<file path="src/rtl/cpu_mem_if.sv">
// CPU memory bus plus byte-stream loader signals between the CPU side and the memory responder.
interface cpu_mem_if #(
  parameter int unsigned ADDR_W = 8,
  parameter int unsigned DATA_W = 8
);
  logic [ADDR_W-1:0] cpu_addr;
  logic              cpu_rd;
  logic              cpu_wr;
  logic [DATA_W-1:0] cpu_wdata;
  logic [DATA_W-1:0] cpu_rdata;
  logic              cpu_hold;
  logic              prog_valid;
  logic [DATA_W-1:0] prog_data;
  logic              prog_ready;
  logic              prog_skip;
  logic [ADDR_W:0]   load_count;
  logic              access_err;

  modport master (
    output cpu_addr, cpu_rd, cpu_wr, cpu_wdata, prog_valid, prog_data, prog_skip,
    input  cpu_rdata, cpu_hold, prog_ready, load_count, access_err
  );

  modport slave (
    input  cpu_addr, cpu_rd, cpu_wr, cpu_wdata, prog_valid, prog_data, prog_skip,
    output cpu_rdata, cpu_hold, prog_ready, load_count, access_err
  );
endinterface

</file>
<file path="src/rtl/cpu_mem_responder.sv">
// Memory-side responder for the CPU: byte store with 1-cycle registered read, CPU writes,
// and a post-reset byte loader that holds the CPU in reset until the image is in place.
module cpu_mem_responder #(
  parameter int unsigned ADDR_W   = 8,
  parameter int unsigned DATA_W   = 8,
  parameter int unsigned DEPTH    = 256,
  parameter int unsigned LOAD_LEN = 256
) (
  input  logic      clk,
  input  logic      rst,
  cpu_mem_if.slave  bus
);

  localparam int unsigned     LastIdxInt = LOAD_LEN - 1;
  localparam logic [ADDR_W:0] LastIdx    = LastIdxInt[ADDR_W:0];

  typedef enum logic [0:0] {StLoad, StRun} state_e;

  state_e            state_q, state_d;
  logic [ADDR_W:0]   cnt_q, cnt_d;
  logic [DATA_W-1:0] rdata_q, rdata_d;
  logic              err_q, err_d;
  logic              load_we, run_we;

  logic [DATA_W-1:0] mem [DEPTH];

  always_comb begin
    state_d = state_q;
    cnt_d   = cnt_q;
    rdata_d = '0;
    err_d   = err_q;
    load_we = 1'b0;
    run_we  = 1'b0;
    case (state_q)
      StLoad: begin
        // CPU is still held; any access is flagged and never reaches the store.
        if (bus.cpu_rd || bus.cpu_wr) err_d = 1'b1;
        load_we = bus.prog_valid;
        if (bus.prog_valid) cnt_d = cnt_q + 1'b1;
        if ((bus.prog_valid && (cnt_q == LastIdx)) || bus.prog_skip) state_d = StRun;
      end
      StRun: begin
        run_we = bus.cpu_wr;
        if (bus.cpu_rd) rdata_d = mem[bus.cpu_addr];
      end
      default: state_d = StLoad;
    endcase
  end

  always_ff @(posedge clk) begin
    if (rst) begin
      state_q <= StLoad;
      cnt_q   <= '0;
      rdata_q <= '0;
      err_q   <= 1'b0;
    end else begin
      state_q <= state_d;
      cnt_q   <= cnt_d;
      rdata_q <= rdata_d;
      err_q   <= err_d;
    end
  end

  // Contents survive reset; only writes are suppressed while rst is high.
  always_ff @(posedge clk) begin
    if (!rst) begin
      if (load_we) begin
        mem[cnt_q[ADDR_W-1:0]] <= bus.prog_data;
      end else if (run_we) begin
        mem[bus.cpu_addr] <= bus.cpu_wdata;
      end
    end
  end

  assign bus.cpu_rdata  = rdata_q;
  assign bus.load_count = cnt_q;
  assign bus.access_err = err_q;
  assign bus.cpu_hold   = (state_q == StLoad);
  assign bus.prog_ready = (state_q == StLoad);

endmodule

</file>
<file path="src/flat_wrapper.sv">
// flat-port wrapper written by rule: the top's interface ports become plain ports
module cpu_mem_responder_flat 
#(
  parameter int unsigned ADDR_W   = 8,
  parameter int unsigned DATA_W   = 8,
  parameter int unsigned DEPTH    = 256,
  parameter int unsigned LOAD_LEN = 256
)
  (clk, rst, bus_cpu_addr, bus_cpu_rd, bus_cpu_wr, bus_cpu_wdata, bus_prog_valid, bus_prog_data, bus_prog_skip, bus_cpu_rdata, bus_cpu_hold, bus_prog_ready, bus_load_count, bus_access_err);
  cpu_mem_if #(.ADDR_W(ADDR_W), .DATA_W(DATA_W)) bus_i ();
  input  logic clk;
  input  logic rst;
  input wire logic [$bits(bus_i.cpu_addr)-1:0] bus_cpu_addr;
  input wire logic [$bits(bus_i.cpu_rd)-1:0] bus_cpu_rd;
  input wire logic [$bits(bus_i.cpu_wr)-1:0] bus_cpu_wr;
  input wire logic [$bits(bus_i.cpu_wdata)-1:0] bus_cpu_wdata;
  input wire logic [$bits(bus_i.prog_valid)-1:0] bus_prog_valid;
  input wire logic [$bits(bus_i.prog_data)-1:0] bus_prog_data;
  input wire logic [$bits(bus_i.prog_skip)-1:0] bus_prog_skip;
  output wire logic [$bits(bus_i.cpu_rdata)-1:0] bus_cpu_rdata;
  output wire logic [$bits(bus_i.cpu_hold)-1:0] bus_cpu_hold;
  output wire logic [$bits(bus_i.prog_ready)-1:0] bus_prog_ready;
  output wire logic [$bits(bus_i.load_count)-1:0] bus_load_count;
  output wire logic [$bits(bus_i.access_err)-1:0] bus_access_err;
  assign bus_i.cpu_addr = bus_cpu_addr;
  assign bus_i.cpu_rd = bus_cpu_rd;
  assign bus_i.cpu_wr = bus_cpu_wr;
  assign bus_i.cpu_wdata = bus_cpu_wdata;
  assign bus_i.prog_valid = bus_prog_valid;
  assign bus_i.prog_data = bus_prog_data;
  assign bus_i.prog_skip = bus_prog_skip;
  assign bus_cpu_rdata = bus_i.cpu_rdata;
  assign bus_cpu_hold = bus_i.cpu_hold;
  assign bus_prog_ready = bus_i.prog_ready;
  assign bus_load_count = bus_i.load_count;
  assign bus_access_err = bus_i.access_err;
  cpu_mem_responder #(.ADDR_W(ADDR_W), .DATA_W(DATA_W), .DEPTH(DEPTH), .LOAD_LEN(LOAD_LEN)) u_core (.clk(clk), .rst(rst), .bus(bus_i));
endmodule
</file>
<file path="config.mk">
export PLATFORM = sky130hd
export DESIGN_NAME = cpu_mem_responder_flat
export DESIGN_NICKNAME = d
export VERILOG_FILES = /design/src/rtl/cpu_mem_if.sv /design/src/rtl/cpu_mem_responder.sv /design/src/flat_wrapper.sv
export SDC_FILE = /design/constraint.sdc
export NUM_CORES = 2
export LEC_CHECK = 0
export ABC_AREA = 1
export CAP_MARGIN = 0
export CORE_MARGIN = 4
export CORE_UTILIZATION = 26
export DETAILED_ROUTE_END_ITERATION = 10
export HOLD_SLACK_MARGIN = 0.02
export PLACE_DENSITY = 0.42
export RECOVER_POWER = 100
export SKIP_LAST_GASP = 1
export SLEW_MARGIN = 20
export SYNTH_ARGS = -nofsm -noshare
export SYNTH_HDL_FRONTEND = slang
export SYNTH_SLANG_ARGS = --single-unit
</file>
<file path="constraint.sdc">
create_clock -name clk -period 3.8 [get_ports clk]
set_input_delay 0.76 -clock clk [delete_from_list [all_inputs] [get_ports clk]]
set_output_delay 0.76 -clock clk [all_outputs]
set_load 0.02 [all_outputs]
</file>
==> impl_results.md <==
- Static Leakage: ~0.034 µW
- Crit. End Element: register
- CP Max Fanout: 16
- Worst rel slew slack: -3.31%
- Crit path time final: around 3400 ps
- Largest net degree at the start of global routing: 89
- Commonest non-fill, non-tap cells in the layout: nand2_1, edfxtp_1, nand3_1
- Required time worst endpoint: 4410 ps
- Area of the multi-input gates: roughly 20000 µm²
- Initial core utilization: a little over a quarter
- Post-synthesis adder-cell area fraction: 0.0298%
- Via/cell ratio: roughly 4.7
- Slew @ Worst Pin: 1550 ps
- CTS sink cnt: roughly 2100
- Final ANT Viol Nets: 0
- Power per Cell Area: roughly 500 nW/µm²
- Post-Syn Area per Cell: approximately 12 µm²
- Pre-CTS setup slack: -160 ps
- Fin util: around 31%
- FF+latch area: a little over 60000 µm²
- Final Hold Violating Endpoints: 0
- Post-synthesis xor/xnor area fraction: 0%
- Max Slew Vio Count: 44
- CP delay by family, top: buffers and inverters
- Antenna violations before repair: 11
- R2R Setup Slk: approximately 550 ps
- Sequential share of the synthesized area: about three quarters
- Mapped Area: 84100 µm²
- Core box area: between 300000 and 400000 µm²
- Post-route setup slack: approximately 400 ps
- Worst-skew pair later-pin latency: between 900 and 1000 ps
- TritonRoute pass-1 iters: 6
- Clk slew on worst S/H paths: 60 ps
- CP dominant cell by count: clkbuf_1
- WL per Instance: around 24 µm
- Top Ports: 50
- Worst reg2reg startpoint: u_core.state_q$_SDFF_PP0_
- Commonest non-fill, non-tap cell in the layout: nand2_1
- RSZ-0062 raised after global routing: no
- Hold path start: u_core.bus.access_err$_SDFFE_PP0P_
- Via count: about 56000
- Status: finished, violations left
- Layout fillers: between 30000 and 40000
- CP Buf/Inv Count: 5
- Die H: slightly below 600 µm
- Largest family of logic cells by synthesized area: simple AND/OR/NAND/NOR gates
- Element type at the critical path start: input pin
- Vias in the first global route: between 50000 and 60000
- FMAX: between 200 and 300 MHz
- PortBufs: between 40 and 50
- Postcts setup bufs: 0
- Max incr delay on CP: between 800 and 900 ps
- Synth warnings: 0
- Failing checks: capacitance limit, slew limit
- Mux share of post-synthesis cell area: 0.107%
- DRT iter0 DRCs: 5413
- Post-synth EDFFs: between 2000 and 2500
- Simple-gate share of the synthesized area: between 20% and 30%
- Total power: 50700 µW
- Post_cts resized: 0
- Netlist cell types: 29
- Final setup violation count: 0
- Final period util: 89.4%
- Nets: roughly 7500
- Die area: approximately 330000 µm²
- Setup Crit Path Kind: input pin to register
- Total GRT Usage: between 10% and 20%
- Share of cells above drive strength 1: under 10%
- Maxcap violations: 2
- First-pass GRT wire length: about 400000 µm
- Final WL: about 280000 µm
- Synthesis-stage register bit count: 2067
- GRT Residual Overflow: 0
- Area Growth Syn to Fin: 18.4%
- Max VDD drop: ~0.00037 V
- Cell Rows: about 210
- Syn Nets: 7149
- H-tree depth: 4
- CP max stage cell: clkbuf_1
- Synth Flop Type: edfxtp_1
- GPL Wtd Cong: 0.842
- Layout Skew: 64.4 ps
- Min-Delay Path Class: register to register
- Drt drc: 0
- CTS Buffer Depth: 4
- TritonCTS clock tree: yes
- Post-Route Setup TNS: 0 ps
- CP startpoint: rst
- Hold buffer count at CTS: 0
- Clk root buf: clkbuf_16
- Num CTS Buffers: 235
- Die span in x: ~580 µm
- Mapped Cells: around 7000
- CP Cell Sequence: dlygate4sd3_1, clkbuf_1, o21ai_2, nor3b_1, buf_4, nand2_2, clkbuf_1, nor2_1, clkbuf_1
- CP arrival: 4010 ps
- Hpwl dp: between 150000 and 200000 µm
- Compound-cell area share of the yosys netlist: 0.570%
- FFs w/ async S/R, synth: 0%
synthesized netlist by cell type, types with 16 or more instances:
master | n | area, µm²
o22ai_1 | 16 | 100
nand3_1 | 1931 | 9660
nor2_1 | 372 | 1400
nand2_1 | 2081 | 7810
dfxtp_1 | 19 | 380
edfxtp_1 | 2048 | 61500
a21oi_1 | 23 | 115
buf_1 | 48 | 180
o21ai_0 | 37 | 185
inv_1 | 45 | 169
clkbuf_1 | 123 | 462
buf_2 | 298 | 1490
cell families (layout without fill, tap and decap cells):
| group | Yosys count | count (layout) |
|---|---|---|
| muxes | 8 | 8 |
| buffers and inverters | 539 | 1071 |
| DFF | 2067 | 2067 |
| AOI/OAI and AO/OA | 85 | 85 |
| and+or+nand+nor | 4416 | 4416 |
| other | 0 | 8 |
| adders and majority gates | 2 | 2 |
metal layers:
| layer | up-vias | share of wire (%) | track usage [%] |
|---|---|---|---|
| met1 | 28455 | 44 | 22.3 |
| met4 | 0 | 3.3 | 5.18 |
| met5 | - | 0 | 0 |
| li1 | 25938 | - | - |
| met2 | 1636 | 47 | 27.1 |
| met3 | 376 | 5.1 | 2.45 |
path summary, 6_finish.rpt:
path / end / cells past startpoint
min: u_core.bus.access_err$_SDFFE_PP0P_ / 2
max reg2reg: u_core.mem[230][3]$_DFFE_PP_ / 8
max: u_core.mem[149][2]$_DFFE_PP_ / 9
min reg2reg: u_core.bus.access_err$_SDFFE_PP0P_ / 2
through the flow:
step / cell area, µm² / hold WS [ps] / cells
3_5_place_dp: 93100 / 454 / 11527
4_1_cts: 101000 / 463 / 11954
3_3_place_gp: 93100 / 454 / 11527
5_1_grt: 99500 / 477 / 11959
2_1_floorplan: 84100 / 525 / 7117
6_report: 99500 / 462 / 11962
layout make-up:
type,count,share of cell area (%)
antenna,8,0.0201
clock buffer,306,6.31
clock inverter,121,1.15
inverter,52,0.235
multi-input combinational,4511,19.8
sequential,2067,62.2
tap,4305,5.41
timing repair buffer,592,4.86
power by group:
group          total [µW]  internal (µW)  switching (µW)
combinational        3450            826            2620
sequential          25200          25200            8.16
clock               22100          12900            9210
total               50700          38900           11800
sequential cells by signal (all words and copies together) (netlist names):
| register | cells |
|---|---|
| u_core.mem | 2048 |
| u_core.bus.load_count | 9 |
| u_core.bus.cpu_rdata | 8 |
| u_core.bus.access_err | 1 |
| u_core.state_q | 1 |
worst min-delay path, cell delays in order, from the launching register on:
cell and delay [ps]:
dfxtp_1 310, inv_1 50, a21oi_1 60
Power figures use the tool's default switching activity.
